### src/rtl/quad_enc_pkg.sv
// Shared step type and the x4 quadrature transition decoder.
// Pure combinational helpers: no latency, no flow control.
package quad_enc_pkg;

   typedef enum logic [1:0] {
      STEP_NONE,
      STEP_FWD,
      STEP_REV,
      STEP_ERR
   } step_t;

   // {A,B} forward order is 00 -> 10 -> 11 -> 01 -> 00
   function automatic step_t decode_step(input logic [1:0] old_ab, input logic [1:0] new_ab);
      step_t s;
      case ({old_ab, new_ab})
         4'b00_10, 4'b10_11, 4'b11_01, 4'b01_00: s = STEP_FWD;
         4'b10_00, 4'b11_10, 4'b01_11, 4'b00_01: s = STEP_REV;
         4'b00_11, 4'b11_00, 4'b10_01, 4'b01_10: s = STEP_ERR;
         default:                                s = STEP_NONE;
      endcase
      return s;
   endfunction

endpackage

### src/rtl/quad_enc_channel.sv
// One encoder channel: sync, glitch filter, x4 decode, position, windowed speed, sticky err.
// Latency FILT_LEN+3 clk from raw edge to position; free-running, no backpressure.
module quad_enc_channel
   import quad_enc_pkg::*;
#(
   parameter int POS_W    = 32,
   parameter int SPD_W    = 16,
   parameter int FILT_LEN = 3
) (
   input  logic                    clk,
   input  logic                    reset,
   input  logic                    enc_a,
   input  logic                    enc_b,
   input  logic                    clear_pos,
   input  logic                    err_clear,
   input  logic                    win_end,
   output logic signed [POS_W-1:0] position,
   output logic signed [SPD_W-1:0] speed,
   output logic                    err
);

   localparam int CNT_W = 4;
   localparam int PRIME = FILT_LEN + 2;
   localparam logic signed [SPD_W-1:0] SPD_MAX = {1'b0, {(SPD_W-1){1'b1}}};
   localparam logic signed [SPD_W-1:0] SPD_MIN = -SPD_MAX;

   logic [1:0]       sync1, sync2, filt, prev_ab;
   logic [CNT_W-1:0] fcnt [2];
   logic [4:0]       prime_cnt;
   logic             primed;
   step_t            step;
   logic signed [POS_W-1:0] pos_delta;
   logic signed [SPD_W-1:0] acc, acc_next;

   // bit 1 = A, bit 0 = B; each bit filtered independently
   always_ff @(posedge clk or posedge reset) begin
      if (reset) begin
         sync1   <= '0;
         sync2   <= '0;
         filt    <= '0;
         fcnt[0] <= '0;
         fcnt[1] <= '0;
      end else begin
         sync1 <= {enc_a, enc_b};
         sync2 <= sync1;
         for (int i = 0; i < 2; i++) begin
            if (sync2[i] == filt[i]) begin
               fcnt[i] <= '0;
            end else if (fcnt[i] == CNT_W'(FILT_LEN - 1)) begin
               filt[i] <= sync2[i];
               fcnt[i] <= '0;
            end else begin
               fcnt[i] <= fcnt[i] + CNT_W'(1);
            end
         end
      end
   end

   // Suppress counting until the pipeline has settled on the post-reset input level
   always_ff @(posedge clk or posedge reset) begin
      if (reset) begin
         prime_cnt <= '0;
         primed    <= 1'b0;
         prev_ab   <= '0;
      end else begin
         prev_ab <= filt;
         if (!primed) begin
            if (prime_cnt == 5'(PRIME)) primed <= 1'b1;
            prime_cnt <= prime_cnt + 5'd1;
         end
      end
   end

   always_comb begin
      step      = primed ? decode_step(prev_ab, filt) : STEP_NONE;
      pos_delta = '0;
      acc_next  = acc;
      case (step)
         STEP_FWD: begin
            pos_delta = POS_W'(1);
            if (acc != SPD_MAX) acc_next = acc + SPD_W'(1);
         end
         STEP_REV: begin
            pos_delta = '1;
            if (acc != SPD_MIN) acc_next = acc - SPD_W'(1);
         end
         default: ;
      endcase
   end

   always_ff @(posedge clk or posedge reset) begin
      if (reset) begin
         position <= '0;
         acc      <= '0;
         speed    <= '0;
         err      <= 1'b0;
      end else begin
         position <= clear_pos ? pos_delta : position + pos_delta;
         if (win_end) begin
            speed <= acc_next;
            acc   <= '0;
         end else begin
            acc <= acc_next;
         end
         if (step == STEP_ERR)  err <= 1'b1;
         else if (err_clear)    err <= 1'b0;
      end
   end

endmodule

### src/rtl/quad_encoder_bank.sv
// Bank of N_CH quadrature decoders sharing one speed window counter.
// Position latency FILT_LEN+3 clk; speed_valid pulses the cycle after each window end; no backpressure.
module quad_encoder_bank
   import quad_enc_pkg::*;
#(
   parameter int N_CH       = 2,
   parameter int POS_W      = 32,
   parameter int SPD_W      = 16,
   parameter int WIN_CYCLES = 250_000,
   parameter int FILT_LEN   = 3
) (
   input  logic                    clk,
   input  logic                    reset,
   input  logic [N_CH-1:0]         enc_a,
   input  logic [N_CH-1:0]         enc_b,
   input  logic [N_CH-1:0]         clear_pos,
   input  logic [N_CH-1:0]         err_clear,
   output logic [N_CH*POS_W-1:0]   position,
   output logic [N_CH*SPD_W-1:0]   speed,
   output logic                    speed_valid,
   output logic [N_CH-1:0]         err
);

   localparam int CW = $clog2(WIN_CYCLES);

   logic [CW-1:0] win_cnt;
   logic          win_end;

   assign win_end = (win_cnt == CW'(WIN_CYCLES - 1));

   always_ff @(posedge clk or posedge reset) begin
      if (reset) begin
         win_cnt     <= '0;
         speed_valid <= 1'b0;
      end else begin
         speed_valid <= win_end;
         win_cnt     <= win_end ? '0 : win_cnt + CW'(1);
      end
   end

   for (genvar k = 0; k < N_CH; k++) begin : g_ch
      quad_enc_channel #(
         .POS_W    (POS_W),
         .SPD_W    (SPD_W),
         .FILT_LEN (FILT_LEN)
      ) u_ch (
         .clk       (clk),
         .reset     (reset),
         .enc_a     (enc_a[k]),
         .enc_b     (enc_b[k]),
         .clear_pos (clear_pos[k]),
         .err_clear (err_clear[k]),
         .win_end   (win_end),
         .position  (position[k*POS_W +: POS_W]),
         .speed     (speed[k*SPD_W +: SPD_W]),
         .err       (err[k])
      );
   end

endmodule

### config.mk
export PLATFORM = sky130hd
export DESIGN_NAME = quad_encoder_bank
export DESIGN_NICKNAME = d
export VERILOG_FILES = /design/src/rtl/quad_enc_pkg.sv /design/src/rtl/quad_enc_channel.sv /design/src/rtl/quad_encoder_bank.sv
export SDC_FILE = /design/constraint.sdc
export NUM_CORES = 1
export LEC_CHECK = 0
export ABC_AREA = 1
export BUFFER_PORTS_ARGS = -buffer_cell sky130_fd_sc_hd__buf_2
export CELL_PAD_IN_SITES_DETAIL_PLACEMENT = 1
export CELL_PAD_IN_SITES_GLOBAL_PLACEMENT = 1
export CORE_ASPECT_RATIO = 2
export CORE_MARGIN = 4
export CORE_UTILIZATION = 44
export DETAILED_ROUTE_END_ITERATION = 7
export GPL_TIMING_DRIVEN = 0
export PLACE_DENSITY_LB_ADDON = 0.1
export SLEW_MARGIN = 15
export SYNTH_ARGS = -nofsm -noshare
export SYNTH_HDL_FRONTEND = slang
export SYNTH_SLANG_ARGS = --single-unit
### constraint.sdc
create_clock -name clk -period 7.9 [get_ports clk]
set_input_delay 0.79 -clock clk [delete_from_list [all_inputs] [get_ports clk]]
set_output_delay 0.79 -clock clk [all_outputs]
set_load 0.005 [all_outputs]
==> results.toml <==
[yosys]
synth_compound_area_frac = 0.0665
synth_most_common_cell = "nand2_1"
synth_adder_area_share = 0.0773
ys_top_cells_by_count = "nand2_1 (816), inv_1 (320), nor2_1 (234)"
synth_seq_cells = 193
yosys_warnings = 0
synth-simple-area-share = 0.394
synth_top_area_frac = 0.331
synth-xor-area-share = 0.0252
syn_avg_cell_area_um2 = 6.50
syn_area_um2 = 14600
async_flop_share = 1.00
synth_top_area_cell = "dfrtp_1"
ys_seq_area_frac = 0.331
yosys-top-cells-area = "dfrtp_1 (33%), nand2_1 (21%), inv_1 (8.2%)"
synth_edf_count = 0
synthFlopType = "dfrtp_1"
synth_top_family_by_area = "simple AND/OR/NAND/NOR gates"
netlist_instances = 2248
ys_types = 44
muxShareOfSynthArea = 0.00154
synth_nets = 2347

[timing]
rsz0062_at_grt = "false"
slew_headroom = 0.344
fin_crit_sh = 0.604
final_max_slew_viol_count = 0
setup_viol = 0
hold_viol_final = 0
fin_crit_ps = 4770
worst_pin_slew_ps = 976
final.setup_skew_ps = 15.8
clock.fmax_mhz = 210

[critical_path]
max_stage_delay_ps = 510
start_kind = "register"
path_class = "register to register"
cp_common_cell = "nand2_1"
endpoint_kind = "register"
required_ps = 8210
path_cells = "nand2_1 -> o21ai_0 -> nand2_1 -> inv_1 -> nor3_1 -> inv_1 -> ha_2 -> buf_2 -> clkinv_1 -> buf_2 -> ha_1 -> fa_1 -> nand3_1 -> nand3_1 -> nand2_1 -> nand3b_1 -> a21oi_1 -> nand2_1 -> nand2_1 -> o21ai_0"
crit_path_max_fanout = 10
worstPathArrival_ps = 5080
crit_slowest_cell = "fa_1"
ff2ff_path_depth = 20

[global_route]
grt_usage = 0.288
grt_pass1_wl_mm = 81.9
overflow = 0
grt_max_degree = 70
grt_pass1_vias = 16400
antenna_found_initial = 0

[floorplan]
die_h_um = 266
core_um2 = 32800
row_count = 94
die_w_um = 137
ios = 109
dieArea_um2 = 36300
start_util = 0.445

[placement]
gp_congestion = 0.928
dpl_cell_area_um2 = 15800
dpl.hpwl_mm = 41.4
port_buffers = 106

[clocking]
cts_sinks = 193
postCtsSetupBuffers = 0
cts.path.max_buffers = 2
hold_buffers = 0
clk_pin_slew_ps = 80
cts_resized = 0
clock_latency_ps = 470
root_buffer = "clkbuf_16"
htree_levels = 4
cts_inserted_buffers = 17
cts_tree = "yes"

[route]
postRouteWirelength_mm = 51.4
vias = 15100
drc = 0
vias_per_cell = 5.35
drtIter0Drc = 496
wl_per_cell_um = 18.2
ant_nets = 0
dr.pass1.iters = 5

[final_layout]
nets = 2476
drive_above_1_share = 0.0933
design_area_um2 = 16400
syn2layout_area_growth_pct = 12.2
diodes = 0
fillers = 4511

[run_status]
status = "completed"

[min_path]
hold_class = "register to register"
whs_path_depth = 0

[job]
maxCapViolations = 0
[per-stage QoR]
step	TNS (ps)	hold slack (ps)	setup WS (ps)	utilization	cells
after detailed placement	0	336	3150	0.481	2790
after floorplan	0	331	1850	-	2248
after global placement	-135460	334	-725	0.478	2786
after CTS	0	354	3130	0.499	2822
after global routing	0	359	2900	0.499	2822
final	0	351	3130	0.499	2822
[registers in the layout, indices dropped and copies added, names as in the netlist, 10 cells and up]
register,cells
g_ch.u_ch.acc,32
g_ch.u_ch.fcnt,16
g_ch.u_ch.position,64
g_ch.u_ch.prime_cnt,10
g_ch.u_ch.speed,32
win_cnt,18
[worst max-delay path: cells and delay by family, from the launching register on]
kind / cells / cell delay (ps)
flip-flops: 1 / 450
adder cells (fa/ha/maj): 3 / 1150
AO/OA/AOI/OAI: 3 / 630
AND/OR/NAND/NOR: 9 / 1250
buffers and inverters: 5 / 1150
[worst paths after layout]
check	end	slack [ps]	start
worst max-delay path	g_ch[0].u_ch.position[16]$_DFF_PP0_	3130	g_ch[0].u_ch.prev_ab[0]$_DFF_PP0_
worst min-delay path	g_ch[1].u_ch.sync2[1]$_DFF_PP0_	350	g_ch[1].u_ch.sync1[1]$_DFF_PP0_
worst max register to register	g_ch[0].u_ch.position[16]$_DFF_PP0_	3130	g_ch[0].u_ch.prev_ab[0]$_DFF_PP0_
worst min register to register	g_ch[1].u_ch.sync2[1]$_DFF_PP0_	350	g_ch[1].u_ch.sync1[1]$_DFF_PP0_
max in group asynchronous	g_ch[1].u_ch.position[1]$_DFF_PP0_	6470	reset
min in group asynchronous	g_ch[0].u_ch.speed[13]$_DFFE_PP0P_	360	reset
[final cells by class]
cell class                      count  area (um^2)  share of cell area
Buffer                             53          288              0.0176
Sequential cell                   193         4830               0.295
Tap cell                          432          541              0.0330
Multi-Input combinational cell   1673         8250               0.504
Timing Repair Buffer              110          633              0.0386
Clock inverter                     11          140             0.00855
Clock buffer                       21          460              0.0281
Inverter                          329         1240              0.0759
[layer usage]
layer  vias up  track usage  part of all wire
li1       7297            -                 -
met1      7291        0.270              0.34
met2       323        0.571              0.57
met3       179       0.0335             0.027
met4         0        0.176             0.065
met5         -            0                 0
[cell usage in the layout, fill, tap and decap left out, types with 8 or more instances in the layout]
master and count:
a21oi_1 76, buf_2 123, buf_4 8, clkbuf_1 23
clkbuf_16 17, dfrtp_1 193, ha_1 85, inv_1 319
nand2_1 816, nand2_2 9, nand3_1 185, nand3b_1 17
nand4_1 55, nor2_1 234, nor2_2 15, nor3_1 12
o21ai_0 52, o21ai_1 11, o21bai_1 8, o31ai_1 9
xnor2_1 13, xor2_1 29
[kinds of logic after synthesis]
group | count (synthesis)
simple gates | 1365
buf+inv | 382
flops | 193
compound gates | 175
fa+ha+maj | 89
xor+xnor | 42
mux | 2
Power is left out: the tool's default activity adds up to more than one toggle a clock period on the data nets, which glitch-free logic cannot reach.
